### config.mk
export PLATFORM = sky130hd
export DESIGN_NAME = cv32e40x_xif_result_buffer
export DESIGN_NICKNAME = d
export VERILOG_FILES = /design/src/rtl/cv32e40x_xif_result_buffer.sv
export SDC_FILE = /design/constraint.sdc
export NUM_CORES = 1
export LEC_CHECK = 0
export BUFFER_PORTS_ARGS = -buffer_cell sky130_fd_sc_hd__buf_2
export CAP_MARGIN = 20
export CELL_PAD_IN_SITES_DETAIL_PLACEMENT = 0
export CELL_PAD_IN_SITES_GLOBAL_PLACEMENT = 1
export CORE_MARGIN = 5
export CORE_UTILIZATION = 38
export CTS_CLUSTER_DIAMETER = 40
export DETAILED_ROUTE_END_ITERATION = 16
export GPL_TIMING_DRIVEN = 0
export HOLD_SLACK_MARGIN = 0.15
export PLACE_DENSITY = 0.76
export SYNTH_ARGS = -nofsm -noshare
export SYNTH_HDL_FRONTEND = slang
export SYNTH_SLANG_ARGS = --single-unit
### constraint.sdc
create_clock -name clk_i -period 1.8 [get_ports clk_i]
set_clock_uncertainty 0.15 [all_clocks]
set_input_delay 0.18 -clock clk_i [delete_from_list [all_inputs] [get_ports clk_i]]
set_output_delay 0.18 -clock clk_i [all_outputs]
set_load 0.005 [all_outputs]
### src/rtl/cv32e40x_xif_result_buffer.sv
// In-order result buffer between the AES32 coprocessor and the XIF result channel.
// Circular FIFO with per-entry live bits; killed entries drain silently without asserting valid.
module cv32e40x_xif_result_buffer #(
    parameter int DEPTH       = 2,
    parameter int X_ID_WIDTH  = 4,
    parameter int X_RFW_WIDTH = 32
) (
    input  logic                       clk_i,
    input  logic                       rst_i,

    input  logic                       in_valid_i,
    output logic                       in_ready_o,
    input  logic [X_ID_WIDTH-1:0]      in_id_i,
    input  logic [4:0]                 in_rd_i,
    input  logic [X_RFW_WIDTH-1:0]     in_data_i,

    input  logic                       kill_valid_i,
    input  logic [X_ID_WIDTH-1:0]      kill_id_i,

    output logic                       result_valid_o,
    input  logic                       result_ready_i,
    output logic [X_ID_WIDTH-1:0]      result_id_o,
    output logic [4:0]                 result_rd_o,
    output logic [X_RFW_WIDTH-1:0]     result_data_o,
    output logic                       result_we_o,

    output logic [$clog2(DEPTH):0]     count_o
);

    localparam int PW = $clog2(DEPTH);
    localparam int CW = PW + 1;

    logic [DEPTH-1:0]       live_q;
    logic [DEPTH-1:0]       live_d;
    logic [X_ID_WIDTH-1:0]  id_q   [DEPTH];
    logic [4:0]             rd_q   [DEPTH];
    logic [X_RFW_WIDTH-1:0] data_q [DEPTH];

    logic [PW-1:0] wr_ptr_q;
    logic [PW-1:0] rd_ptr_q;
    logic [CW-1:0] count_q;
    logic [CW-1:0] count_d;

    logic head_live;
    logic not_empty;
    logic push;
    logic pop;

    assign not_empty  = (count_q != '0);
    assign head_live  = live_q[rd_ptr_q];
    assign in_ready_o = (count_q < CW'(DEPTH));
    assign push       = in_valid_i && in_ready_o;
    // A dead head is popped regardless of result_ready_i so squashed entries never stall the queue.
    assign pop        = not_empty && (!head_live || result_ready_i);
    assign count_d    = count_q + CW'(push) - CW'(pop);

    assign result_valid_o = not_empty && head_live;
    assign result_we_o    = result_valid_o;
    assign result_id_o    = id_q[rd_ptr_q];
    assign result_rd_o    = rd_q[rd_ptr_q];
    assign result_data_o  = data_q[rd_ptr_q];
    assign count_o        = count_q;

    // Unoccupied entries already hold live=0, so the kill can be applied to every slot;
    // a popped head is cleared anyway, which lets a same-cycle delivery complete untouched.
    always_comb begin
        live_d = live_q;
        if (kill_valid_i) begin
            for (int i = 0; i < DEPTH; i++) begin
                if (id_q[i] == kill_id_i) begin
                    live_d[i] = 1'b0;
                end
            end
        end
        if (pop) begin
            live_d[rd_ptr_q] = 1'b0;
        end
        if (push) begin
            live_d[wr_ptr_q] = !(kill_valid_i && (kill_id_i == in_id_i));
        end
    end

    always_ff @(posedge clk_i) begin
        if (rst_i) begin
            count_q  <= '0;
            wr_ptr_q <= '0;
            rd_ptr_q <= '0;
            live_q   <= '0;
        end else begin
            count_q <= count_d;
            live_q  <= live_d;
            if (push) begin
                wr_ptr_q <= wr_ptr_q + 1'b1;
            end
            if (pop) begin
                rd_ptr_q <= rd_ptr_q + 1'b1;
            end
        end
    end

    always_ff @(posedge clk_i) begin
        if (push) begin
            id_q[wr_ptr_q]   <= in_id_i;
            rd_q[wr_ptr_q]   <= in_rd_i;
            data_q[wr_ptr_q] <= in_data_i;
        end
    end

endmodule
After elaboration in Yosys (flattened, before gate mapping) --
Memories as Yosys holds them, arrays and structs flattened. A register that Yosys moved wholly into a read port is not among the register bits. Cells that the tools add are included. W data, S select, Z words.
Word-level totals: register bits 6, RAM bits 82, input port bits 50, output and inout port bits 46, logic and storage cells 51, memories kept 3
Operators by class: $add $sub $neg 4, magnitude comparators 5, eq/ne operators 3, muxes and demuxes 20, bitwise operators 2, reductions and logical operators 10
Memory list:
- data_q | depth 2, width 32, rd ports 1, clocked after Yosys merged registers in 1, wr ports 1, RTL line 37 | logic [X_RFW_WIDTH-1:0] data_q [DEPTH];
- rd_q | depth 2, width 5, rd ports 1, clocked after Yosys merged registers in 1, wr ports 1, RTL line 36 | logic [4:0] rd_q [DEPTH];
- id_q | depth 2, width 4, rd ports 3, clocked after Yosys merged registers in 1, wr ports 1, RTL line 35 | logic [X_ID_WIDTH-1:0] id_q [DEPTH];
Operator list (number):
- $mux W1 | 14
- $eq A4 B4 Y1 | 3
- $logic_and A1 B1 Y1 | 6
- $mux W2 | 3
- $lt A1 B2 Y1 const B | 2
- $add A1 B1 Y1 const B | 2
- $add A2 B1 Y2 | 1
- $and A2 B2 Y2 | 1
- $bwmux W2 | 1
- $demux W1 S1 | 2
- $ge A1 B1 Y1 const B | 2
- $logic_not A1 Y1 | 2
- $lt A2 B2 Y1 const B | 1
- $not A2 Y2 | 1
- $reduce_bool A2 Y1 | 1
- $sub A2 B1 Y2 | 1
- $logic_or A1 B1 Y1 | 1

Longest topological paths before layout --
Gate-level depths: netlist (run 1).
depth in word-level cells 9, depth in mapped cells 8, gate-level depth less buffers 8

Worst setup path after synthesis (run 1) --
No wires, ideal clock.
path kind register -> register, from register count_q[1] (netlist: count_o[1]), to memory data_q[0][0], enable pin, data arrival time 1454 ps, required time 1255 ps, path slack -199 ps, cell stages (with the launch flop) 4, path buffers 0, path through dfxtp_1 -> nor2b_1 -> nand2b_1 -> inv_1
On the way: cells in the longest elaborated chain, start to end 4
RTL lines:
- start: declaration | RTL line 41 | logic [CW-1:0] count_q;
- start signal: assignment | RTL line 90 | count_q <= count_d;
- $lt A2 B2 Y1 | RTL line 51 | assign in_ready_o = (count_q < CW'(DEPTH));
- $logic_and A1 B1 Y1 | RTL line 52 | assign push = in_valid_i && in_ready_o;
- $mux W1 | RTL line 102 | if (push) begin
- $mux W1 (not written as such) | RTL line 105 | data_q[wr_ptr_q] <= in_data_i;
- end: declaration | RTL line 37
No other way between the ends.

Worst setup path after layout (run 1) --
from register rd_ptr_q, to register count_q[1] (netlist: count_o[1])
On the way: cells in the longest elaborated chain, start to end 6
RTL lines:
- start: declaration | RTL line 40 | logic [PW-1:0] rd_ptr_q;
- start signal: assignment | RTL line 96 | rd_ptr_q <= rd_ptr_q + 1'b1;
- $mux W1 (not written as such) (2 in series) | RTL line 50 | assign head_live = live_q[rd_ptr_q];
- $logic_not A1 Y1 | RTL line 54 | assign pop = not_empty && (!head_live || result_ready_i);
- $logic_or A1 B1 Y1 | RTL line 54
- $logic_and A1 B1 Y1 | RTL line 54
- net pop | RTL line 47 | logic pop;
- $sub A2 B1 Y2 | RTL line 55 | assign count_d = count_q + CW'(push) - CW'(pop);
The timed path passes the listed nets, and every way through them passes these cells. The select of a mux whose other input is x is not followed. A chain may end at the register's enable or synchronous reset.

==> results of run 1 <==
[repair_timing]
action / CTS / global route
resized for setup: 20 / 5
hold buffers: 45 / 0
pin swaps: 5 / 1
setup buffers: 11 / 0
hold endpoints to repair: 89 / 0
setup endpoints to repair: 123 / 113
gates cloned: 4 / 0
[routing by layer]
metal  global-route usage [%]  wire length [um]
met5                        0                 0
met4                    4.384                87
met3                    3.884               370
met2                    24.73              3983
met1                    15.90              3015
[flip-flops by register name (all words and copies together) (netlist names), named ones only]
name      count
id_q          8
wr_ptr_q      1
live_q        2
data_q       64
rd_ptr_q      1
rd_q         10
count_o       2
[cells in the final DEF (no fill, tap or decap), drive strengths merged]
| cell type | n |
|---|---|
| o22ai | 2 |
| mux2 | 41 |
| dfxtp | 7 |
| inv | 8 |
| nand2 | 5 |
| mux2i | 1 |
| nor2b | 2 |
| nand2b | 1 |
| clkinv | 3 |
| o21ai | 1 |
| ha | 2 |
| nor4 | 2 |
| o41ai | 1 |
| edfxtp | 82 |
| nor2 | 5 |
| clkbuf | 9 |
| o2111ai | 2 |
| buf | 111 |
| xor2 | 9 |
| a21oi | 1 |
| xnor2 | 6 |
| bufinv | 1 |
| clkinvlp | 6 |
| o22a | 1 |
| dlygate4sd3 | 45 |
[cell families after synthesis]
family,Yosys count
AOI/OAI and AO/OA,8
and+or+nand+nor,15
DFF,89
adders and majority gates,2
buffers and inverters,13
muxes,42
xor gates and xnor gates,15
[per-stage QoR]
stage	total power [mW]	setup TNS (ps)	worst slack [ps]	instances	util [%]
floorplan	3.452	0	20.68	184	-
global placement	3.975	-36520	-471.2	387	46.12
CTS	5.697	-7.146	-7.146	462	55.45
global route	5.956	-49.88	-49.88	462	55.63
detailed placement	4.003	-37890	-474.1	387	46.12
finish	5.626	0	20.53	462	55.63
[final cells by class]
class / count / area [sq um]
Fill cell: 736 / 3889
Tap cell: 108 / 135.1
Clock buffer: 9 / 123.9
Inverter: 7 / 33.78
Clock inverter: 7 / 75.07
Buffer: 5 / 52.55
Multi-Input combinational cell: 82 / 804.5
Sequential cell: 89 / 2611
Timing Repair inverter: 4 / 30.03
Timing Repair Buffer: 151 / 1008
[power by group]
part,switching [mW],internal (mW)
clock network,0.719,0.655
registers,0.108,2.56
logic,0.705,0.879
[worst max-delay path, cell delays in order (launching register included)]
cell                      delay, ps
sky130_fd_sc_hd__dfxtp_4        360
sky130_fd_sc_hd__mux2i_2        150
sky130_fd_sc_hd__o22a_2         220
sky130_fd_sc_hd__ha_4           270
sky130_fd_sc_hd__inv_2           40
sky130_fd_sc_hd__ha_4           150
sky130_fd_sc_hd__xnor2_2        160
sky130_fd_sc_hd__xnor2_1        130
sky130_fd_sc_hd__nor2_1          60
[path summary, 6_finish.rpt]
path / cells past startpoint / from / to
min: 4 / result_ready_i / live_q[0]$_SDFF_PP0_
max reg2reg: 8 / rd_ptr_q$_SDFFE_PP0P_ / count_o[1]$_SDFF_PP0_
min reg2reg: 2 / wr_ptr_q$_SDFFE_PP0P_ / wr_ptr_q$_SDFFE_PP0P_
max: 8 / rd_ptr_q$_SDFFE_PP0P_ / count_o[1]$_SDFF_PP0_
==> summary.txt, run 1 <==
Worst setup path
  • Arrival time worst endpoint: 1880 ps
  • Worst-case register-to-register setup slack: around 21 ps
  • Critical path launch point type: register
  • Critical path class: reg2reg
  • Required time at the worst-slack endpoint: 1900 ps
  • Critical Path Sink Type: register
  • CP Max Fanout: 2

STA
  • Setup repair after global routing missed its margin: yes
  • Post-route clock period utilization: 98.86%
  • Final Hold Fails: 0
  • Final count of pins violating max slew: 0
  • Slew at the pin with the worst max-slew slack: 564.8 ps
  • Setup-violating endpoint count in the final report: 0
  • Remaining max-slew budget at the tightest pin: between 60 and 70%
  • Hold slack final: between 150 and 200 ps
  • Min Tclk post-route: 1779 ps
  • F_max: 0.5620 GHz

GRT
  • Overflow after GRT: 0
  • Global-route wire length before repair: around 12 mm
  • Number of antenna violations at the first check in global routing: 0
  • Maximum number of pins on one net before global-route repair: 22
  • Via count of the first global-routing pass: 2363
  • Total Routing Usage GR: between 10% and 20%

Floorplanning
  • Starting Density: 39.06%
  • Count of boundary I/O pins: 96
  • Number of cell rows: 34
  • Area enclosed by the die boundary: between 10000 and 15000 sq um
  • Placeable Area: 8763 sq um
  • Die outline width: ~100 um
  • Die H: 104.9 um

Synth
  • Proportion of synthesized area in mux cells: roughly 14%
  • Area fraction in and, or, nand and nor cells after synthesis: 2.010%
  • Area share of fa/ha/maj cells after synthesis: less than 1%
  • Average cell area after synthesis: 18.60 sq um
  • Flip-flop and latch count after synthesis: 89
  • Async S/R FF share, synth: 0%
  • Yosys cell types: 22
  • Synthesized area: 3423 sq um
  • Cell types with the largest area share after synthesis: sky130_fd_sc_hd__edfxtp_1 72%, sky130_fd_sc_hd__mux2_2 13%, sky130_fd_sc_hd__dfxtp_1 4.1%, sky130_fd_sc_hd__xor2_1 2.3%, sky130_fd_sc_hd__xnor2_1 1.5%
  • Number of warnings issued by yosys: 0
  • Synthesized-area fraction occupied by xor and xnor cells: roughly 3.8%
  • Most numerous cell types in the synthesized netlist: 82 x sky130_fd_sc_hd__edfxtp_1, 41 x sky130_fd_sc_hd__mux2_2, 9 x sky130_fd_sc_hd__xor2_1
  • Complex-gate fraction of the synthesized area: 1.937%
  • Most used flip-flop cell after synthesis: sky130_fd_sc_hd__edfxtp_1
  • Gate count of the mapped netlist: 184
  • Seq/Total Area, Yosys: 76.02%
  • Combinational family with the most area after synthesis: multiplexers
  • Most common cell in the synthesized netlist: sky130_fd_sc_hd__edfxtp_1
  • Share of the synthesized area in the top cell type: between 70 and 80%
  • Post-synth net total: 236
  • Number of flops mapped to enable cells by yosys: 82
  • Largest area contributor in the synthesized netlist: sky130_fd_sc_hd__edfxtp_1

Routing
  • Total wirelength of the detailed-routed design: 7.456 mm
  • Drt pass-1 iters: 4
  • DR WL/cell: 16.14 um
  • Number of vias after detailed routing: 2151
  • Drt initial violations: 55
  • Antenna violation net count after detailed routing: 0
  • DRC viols: 0
  • Post-detailed-route via-to-cell ratio: between 4 and 5

Clock tree
  • Total clock buffers created by CTS: 9
  • Clk buf depth: 2
  • Clock edge transition at the registers on the reported setup and hold paths: 90 ps
  • Number of H-tree levels: 3
  • TritonCTS clock tree: done
  • Clock sink count: ~90
  • Clock insertion delay at the later pin of the skew report: ~340 ps
  • Clock root buffer master: sky130_fd_sc_hd__clkbuf_8

Min path
  • Worst min-delay path class: in2reg

Finish
  • Antenna diode count: 0
  • Fraction of final layout cells with drive strength greater than 1: 52.54%
  • Area growth syn-to-layout: 42.40%
  • Post-route cell area: 4875 sq um
  • Number of nets in the finished design: about 400

Placement
  • Port Buffer Count: 95
  • DP HPWL: 4.383 mm
  • Placed Instance Area: 4041 sq um
  • Gpl congestion: 0.6790

Run status
  • Result of the run: completed

Pwr
  • Leakage power: 1.862 nW
  • Power density over cell area: between 1000 and 1500 nW/um^2
  • VDD IR max: 0.7336 mV

Flow run
  • Max_cap viols: 0
No activity file was read; power rests on OpenSTA's default activity.
==> run 2: changes to the inputs <==
- CORE_UTILIZATION: 38 -> 46
- CTS_CLUSTER_DIAMETER: 40 -> default
- PLACE_DENSITY: 0.76 -> 0.86
- clock period: 1.8 -> 2.23 ns (I/O delays scaled with it)
==> summary.txt, run 2 (same netlist as run 1, synthesis figures left out) <==
Finish
  • Area of combinational cells with multiple inputs: 763.2 sq um (-5.1%)
  • Biggest regs: data_q x64, rd_q x10, id_q x8
  • Final non-filler cell total: 438 (-5.2%)
  • Post-route cell area: 4725 sq um (-3.1%)
  • Largest register FFs: 64 (unchanged)
  • Leading cell type in the layout, fill and taps excluded: sky130_fd_sc_hd__buf_2
  • Final Core Density: 65.14% (+9.5 points)
  • Filler Cells Inserted: 544 (-26%)
  • Commonest non-fill, non-tap cells in the layout: 99 x sky130_fd_sc_hd__buf_2, 82 x sky130_fd_sc_hd__edfxtp_1, 43 x sky130_fd_sc_hd__dlygate4sd3_1
  • Sequential Area: 2603 sq um (-0.34%)
  • Antenna diode count: 0 (unchanged)
  • Fraction of final layout cells with drive strength greater than 1: 47.79% (-4.8 points)
  • Top register by number of flip-flops: data_q
  • Area growth syn-to-layout: 38.01%
  • Number of nets in the finished design: 387 (-3.5%)

Clock tree
  • Clock insertion delay at the later pin of the skew report: 340 ps (about the same)
  • TritonCTS clock tree: done
  • Clock root buffer master: sky130_fd_sc_hd__clkbuf_8
  • Number of H-tree levels: 3 (unchanged)
  • Number of post-CTS setup repair buffers: 0 (-11)
  • Post-CTS Hold Buffers: 43 (-4.4%)
  • Clk buf depth: 2 (unchanged)
  • Total clock buffers created by CTS: 9 (unchanged)
  • Post-cts gate resize count: 0 (-100%)
  • Clock sink count: 89 (unchanged)
  • Clock edge transition at the registers on the reported setup and hold paths: 80 ps (about the same)

Routing
  • Drt initial violations: 42 (-24%)
  • DRC viols: 0 (unchanged)
  • Total wirelength of the detailed-routed design: 6.490 mm (-13%)
  • Drt pass-1 iters: 6 (+2)
  • Number of vias after detailed routing: 2046 (-4.9%)
  • Post-detailed-route via-to-cell ratio: 4.671 (+0.33%)
  • Antenna violation net count after detailed routing: 0 (unchanged)
  • DR WL/cell: 14.82 um (-8.2%)

STA
  • Setup-violating endpoint count in the final report: 0 (unchanged)
  • Post-route setup TNS: 0 ps (unchanged)
  • F_max: 0.4958 GHz
  • Min Tclk post-route: 2017 ps
  • Final count of pins violating max slew: 0 (unchanged)
  • Final Hold Fails: 0 (unchanged)
  • Hold slack final: 176.8 ps (+12.83 ps)
  • Slew at the pin with the worst max-slew slack: 450.5 ps (-114.3 ps)
  • Setup repair after global routing missed its margin: no
  • Remaining max-slew budget at the tightest pin: 69.92% (+7.6 points)
  • Post-layout worst setup margin: 213.1 ps (+192.6 ps)
  • Post-route clock period utilization: 90.44%

Run status
  • Result of the run: completed

Flow run
  • Max_cap viols: 0 (unchanged)

Worst setup path
  • Critical path launch point type: register
  • Critical path's slowest cell: sky130_fd_sc_hd__mux2_2
  • CP Max Fanout: 10 (+8)
  • Start of the worst register-to-register path: rd_ptr_q$_SDFFE_PP0P_
  • Number of cell instances on the worst register-to-register path: 8 (unchanged)
  • Required time at the worst-slack endpoint: 1860 ps (-40 ps)
  • Worst path cell trace: clkbuf_1 > buf_2 > mux2_2 > buf_2
  • Most frequent cell on the critical path: sky130_fd_sc_hd__buf_2
  • CP endpoint: result_data_o[31]
  • Buffers and inverters on the worst path: 3 (+2)
  • Worst-case register-to-register setup slack: 370 ps (+350 ps)
  • Top delay family on crit path: buffers and inverters
  • Critical path class: reg2out
  • Stage delay of the slowest cell on the critical path: 370 ps (about the same)
  • Critical Path Sink Type: output port
  • Arrival time worst endpoint: 1640 ps (-240 ps)
  • Stages on the worst setup path: 4 (-4)
  • Endpoint of the lowest-slack register-to-register path: count_o[1]$_SDFF_PP0_

Min path
  • Worst min-delay path class: in2reg

Floorplanning
  • Die outline width: 96.27 um (-8.2%)
  • Number of cell rows: 31 (-8.8%)
  • Starting Density: 47.20% (+8.1 points)
  • Placeable Area: 7253 sq um (-17%)
  • Die H: 96.27 um (-8.2%)
  • Area enclosed by the die boundary: 9267 sq um (-16%)
  • Count of boundary I/O pins: 96 (unchanged)

Pwr
  • VDD IR max: 0.6713 mV (-8.5%)
  • Sum of internal, switching and leakage power: 4.488 mW (-20%)
  • Power density over cell area: 949.9 nW/um^2 (-18%)
  • Leakage power: 1.830 nW (-1.7%)

GRT
  • Global-route wire length before repair: 10.14 mm (-15%)
  • Via count of the first global-routing pass: 2205 (-6.7%)
  • Maximum number of pins on one net before global-route repair: 29 (+32%)
  • Overflow after GRT: 0 (unchanged)
  • Total Routing Usage GR: 14.88% (+1.1 points)
  • Number of antenna violations at the first check in global routing: 0 (unchanged)

Placement
  • DP HPWL: 4.322 mm (-1.4%)
  • Port Buffer Count: 95 (unchanged)
  • # placed instances: 380 (-1.8%)
  • Worst slack at placement: 356.4 ps (+830.5 ps)
  • Gpl congestion: 0.7440 (+9.6%)
  • Placed Instance Area: 4063 sq um (+0.53%)
## run 2: power breakdown
part | internal (mW) | switching, mW
registers | 2.06 | 0.0697
logic | 0.595 | 0.507
clock network | 0.734 | 0.525
total | 3.39 | 1.10
## run 2: per-layer routing
layer  track usage (%)  vias up  wire [um]
met5                 0        -          0
met2             25.65       68       3390
met4             7.701        0        133
li1                  -      999          -
met3             4.691       12        476
met1             16.37      967       2491
## run 2: cell type report
| type | instances | share of cell area, % |
|---|---|---|
| Buffer | 6 | 0.6621 |
| Clock buffer | 9 | 2.622 |
| Clock inverter | 6 | 2.278 |
| Inverter | 7 | 0.5561 |
| Multi-Input combinational cell | 82 | 16.15 |
| Sequential cell | 89 | 55.08 |
| Tap cell | 99 | 2.622 |
| Timing Repair Buffer | 140 | 20.02 |
## run 2: how the worst min path moves through the flow
stage                                  end  depth (start not counted)  slack [ps]            from
floorplan            wr_ptr_q$_SDFFE_PP0P_                          1         140           rst_i
global placement      rd_q[0][0]$_DFFE_PP_                          1         260      in_rd_i[0]
detailed placement  data_q[0][3]$_DFFE_PP_                          1         260    in_data_i[3]
CTS                   live_q[1]$_SDFF_PP0_                          5         150    kill_id_i[0]
global route         rd_ptr_q$_SDFFE_PP0P_                          4         180  result_ready_i
finish                live_q[1]$_SDFF_PP0_                          5         180    kill_id_i[0]
## run 2: worst reg2reg max path, cell delays in order (launching register included)
cell and delay, ps:
sky130_fd_sc_hd__dfxtp_1 430, sky130_fd_sc_hd__mux2i_1 120, sky130_fd_sc_hd__o22a_2 220, sky130_fd_sc_hd__ha_1 280, sky130_fd_sc_hd__inv_1 40, sky130_fd_sc_hd__ha_1 180
sky130_fd_sc_hd__xnor2_1 170, sky130_fd_sc_hd__xnor2_1 140, sky130_fd_sc_hd__nor2_1 50
==> run 3: changes to the inputs <==
- ABC_AREA: default -> 1
- BUFFER_PORTS_ARGS: -buffer_cell sky130_fd_sc_hd__buf_2 -> default
- CORE_UTILIZATION: 46 -> 52
- DONT_BUFFER_PORTS: default -> 1
- MAX_ROUTING_LAYER: default -> met4
- PLACE_DENSITY: 0.86 -> 0.82
==> summary.txt, run 3 <==
Synth
  • Most used flip-flop cell after synthesis: sky130_fd_sc_hd__edfxtp_1
  • Share of the synthesized area in the top cell type: 69.39% (-2.5 points)
  • Async S/R FF share, synth: 0% (unchanged)
  • Number of warnings issued by yosys: 0 (unchanged)
  • Average cell area after synthesis: 15.23 sq um (-18%)
  • Synthesized area: 3548 sq um (+3.7%)
  • Most numerous cell types in the synthesized netlist: 82 x sky130_fd_sc_hd__edfxtp_1, 38 x sky130_fd_sc_hd__mux2_2, 35 x sky130_fd_sc_hd__nand2_1
  • Seq/Total Area, Yosys: 73.34% (-2.7 points)
  • Most common cell in the synthesized netlist: sky130_fd_sc_hd__edfxtp_1
  • Cell types with the largest area share after synthesis: sky130_fd_sc_hd__edfxtp_1 69%, sky130_fd_sc_hd__mux2_2 12%, sky130_fd_sc_hd__dfxtp_1 3.9%, sky130_fd_sc_hd__nand2_1 3.7%, sky130_fd_sc_hd__inv_1 2.6%
  • Gate count of the mapped netlist: 233 (+27%)
  • Number of flops mapped to enable cells by yosys: 82 (unchanged)
  • Yosys cell types: 21 (-4.5%)
  • Flip-flop and latch count after synthesis: 89 (unchanged)
  • Largest area contributor in the synthesized netlist: sky130_fd_sc_hd__edfxtp_1
  • Post-synth net total: 285 (+21%)

Worst setup path
  • CP Max Fanout: 4 (-6)
  • Critical path class: reg2reg
  • Critical path launch point type: register
  • Critical Path Sink Type: register
  • Required time at the worst-slack endpoint: 2310 ps (+450 ps)
  • Start of the worst register-to-register path: count_o[1]$_SDFF_PP0_
  • Timing startpoint of the critical path: count_o[1]$_SDFF_PP0_
  • Arrival time worst endpoint: 2030 ps (+390 ps)

Flow run
  • Max_cap viols: 0 (unchanged)

STA
  • Remaining max-slew budget at the tightest pin: 74.47% (+4.5 points)
  • Final Hold Fails: 0 (unchanged)
  • Setup repair after global routing missed its margin: no
  • Min Tclk post-route: 1949 ps (-68.34 ps)
  • Post-layout worst setup margin: 281.4 ps (+68.34 ps)
  • Setup-violating endpoint count in the final report: 0 (unchanged)
  • Final count of pins violating max slew: 0 (unchanged)
  • Slew at the pin with the worst max-slew slack: 382.4 ps (-68.08 ps)
  • Post-route clock period utilization: 87.38% (-3.1 points)
  • F_max: 0.5132 GHz (+3.5%)

Placement
  • Placed Instance Area: 3689 sq um (-9.2%)
  • Gpl congestion: 0.7527 (+1.2%)
  • DP HPWL: 4.206 mm (-2.7%)
  • Worst slack at placement: 289.1 ps (-67.32 ps)
  • Port Buffer Count: 0 (-100%)

Pwr
  • Power density over cell area: 1033 nW/um^2 (+8.7%)
  • Leakage power: 1.616 nW (-12%)
  • VDD IR max: 0.6809 mV (+1.4%)

Run status
  • Result of the run: completed

Finish
  • Area growth syn-to-layout: 23.48%
  • Post-route cell area: 4382 sq um (-7.3%)
  • Fraction of final layout cells with drive strength greater than 1: 22.00% (-26 points)
  • Commonest non-fill, non-tap cells in the layout: 82 x sky130_fd_sc_hd__edfxtp_1, 49 x sky130_fd_sc_hd__dlygate4sd3_1, 38 x sky130_fd_sc_hd__mux2_2
  • Number of nets in the finished design: 347 (-10%)
  • Largest register FFs: 64 (unchanged)
  • Leading cell type in the layout, fill and taps excluded: sky130_fd_sc_hd__edfxtp_1
  • Antenna diode count: 0 (unchanged)
  • Top register by number of flip-flops: data_q
  • Biggest regs: data_q x64, rd_q x10, id_q x8

Floorplanning
  • Placeable Area: 6719 sq um (-7.4%)
  • Area enclosed by the die boundary: 8576 sq um (-7.5%)
  • Die H: 92.61 um (-3.8%)
  • Die outline width: 92.61 um (-3.8%)
  • Starting Density: 52.81% (+5.6 points)
  • Count of boundary I/O pins: 96 (unchanged)
  • Number of cell rows: 30 (-3.2%)

Clock tree
  • Clock sink count: 89 (unchanged)
  • Clock edge transition at the registers on the reported setup and hold paths: 90 ps (about the same)
  • Clk buf depth: 2 (unchanged)
  • Clock root buffer master: sky130_fd_sc_hd__clkbuf_8
  • Total clock buffers created by CTS: 9 (unchanged)
  • Clock insertion delay at the later pin of the skew report: 340 ps (about the same)
  • Post-cts gate resize count: 0 (unchanged)
  • TritonCTS clock tree: done
  • Number of H-tree levels: 3 (unchanged)

Routing
  • Total wirelength of the detailed-routed design: 6.641 mm (+2.3%)
  • Antenna violation net count after detailed routing: 0 (unchanged)
  • Post-detailed-route via-to-cell ratio: 5.084 (+8.8%)
  • Drt initial violations: 94 (+120%)
  • DR WL/cell: 17.48 um (+18%)
  • Number of vias after detailed routing: 1932 (-5.6%)
  • DRC viols: 0 (unchanged)
  • Drt pass-1 iters: 4 (-2)

GRT
  • Number of antenna violations at the first check in global routing: 0 (unchanged)
  • Global-route wire length before repair: 10.52 mm (+3.8%)
  • Via count of the first global-routing pass: 2084 (-5.5%)
  • Maximum number of pins on one net before global-route repair: 31 (+6.9%)
  • Total Routing Usage GR: 16.57% (+1.7 points)
  • Overflow after GRT: 0 (unchanged)

Min path
  • Worst min-delay path class: in2reg
  • Startpoint of the tightest hold check path: kill_id_i[1]
run 3: cell count changes after synthesis, moves of 3 or more:
cell	delta
sky130_fd_sc_hd__nand2_1	+30
sky130_fd_sc_hd__nor3b_1	+3
sky130_fd_sc_hd__nand3_1	+6
sky130_fd_sc_hd__xor2_1	-8
sky130_fd_sc_hd__inv_1	+18
sky130_fd_sc_hd__mux2_2	-3
sky130_fd_sc_hd__xnor2_1	-4
sky130_fd_sc_hd__buf_2	-3
sky130_fd_sc_hd__nor2_1	+7
sky130_fd_sc_hd__buf_6	+4
sky130_fd_sc_hd__o21ai_0	+5
run 3: cell type report:
cell class | instances | area, sq um
Buffer | 6 | 57.56
Tap cell | 80 | 100.1
Timing Repair Buffer | 51 | 530.5
Fill cell | 491 | 2337
Inverter | 25 | 93.84
Clock buffer | 10 | 127.6
Sequential cell | 89 | 2603
Multi-Input combinational cell | 113 | 794.5
Clock inverter | 6 | 75.07
run 3: routing by layer:
metal | global-route usage [%] | share of wire [%]
met1 | 20.12 | 42
met2 | 26.95 | 51
met3 | 3.818 | 5.8
met4 | 6.683 | 0.60
met5 | - | 0
run 3: cell families after synthesis:
group	share of synthesized area, %
xor gates and xnor gates	0.7406
AOI/OAI and AO/OA	1.269
muxes	12.06
DFF	73.34
and+or+nand+nor	7.617
buffers and inverters	4.266
adders and majority gates	0.7051
run 3: through the flow:
step	power, mW	std cells	utilization, %	TNS, ps	hold WS [ps]
after floorplan	3.130	233	-	0	142.1
after global placement	3.351	313	54.30	-23380	143.3
after detailed placement	3.392	315	54.90	0	149.6
after CTS	4.584	381	65.36	0	163.4
after global routing	4.794	380	65.21	0	195.4
final	4.526	380	65.21	0	131.5
run 3: what timing repair did:
item / CTS / global route
hold buffers: 50 / 0
setup endpoints to repair: 0 / 1
buffers inserted: 0 / 0
hold endpoints to repair: 89 / 0
run 3: report_power, final:
| part | total, mW | switching, mW | internal (mW) | leakage [nW] |
|---|---|---|---|---|
| sequential | 2.19 | 0.0787 | 2.11 | 0.821 |
| combinational | 1.23 | 0.638 | 0.594 | 0.696 |
| clock | 1.10 | 0.570 | 0.534 | 0.0990 |
run 3: path summary, 6_finish.rpt:
| kind | slack [ps] | depth (start not counted) | end |
|---|---|---|---|
| setup / recovery | 280 | 8 | count_o[1]$_SDFF_PP0_ |
| hold / removal | 130 | 6 | live_q[1]$_SDFF_PP0_ |
| setup reg to reg | 280 | 8 | count_o[1]$_SDFF_PP0_ |
| hold reg to reg | 350 | 2 | wr_ptr_q$_SDFFE_PP0P_ |
run 3: critical path, stage by stage (launching register included):
cell	delay, ps
sky130_fd_sc_hd__dfxtp_1	350
sky130_fd_sc_hd__or2_1	280
sky130_fd_sc_hd__and2_4	180
sky130_fd_sc_hd__ha_1	270
sky130_fd_sc_hd__inv_1	40
sky130_fd_sc_hd__ha_1	180
sky130_fd_sc_hd__xnor2_1	190
sky130_fd_sc_hd__nand2_1	60
sky130_fd_sc_hd__nor3b_1	130
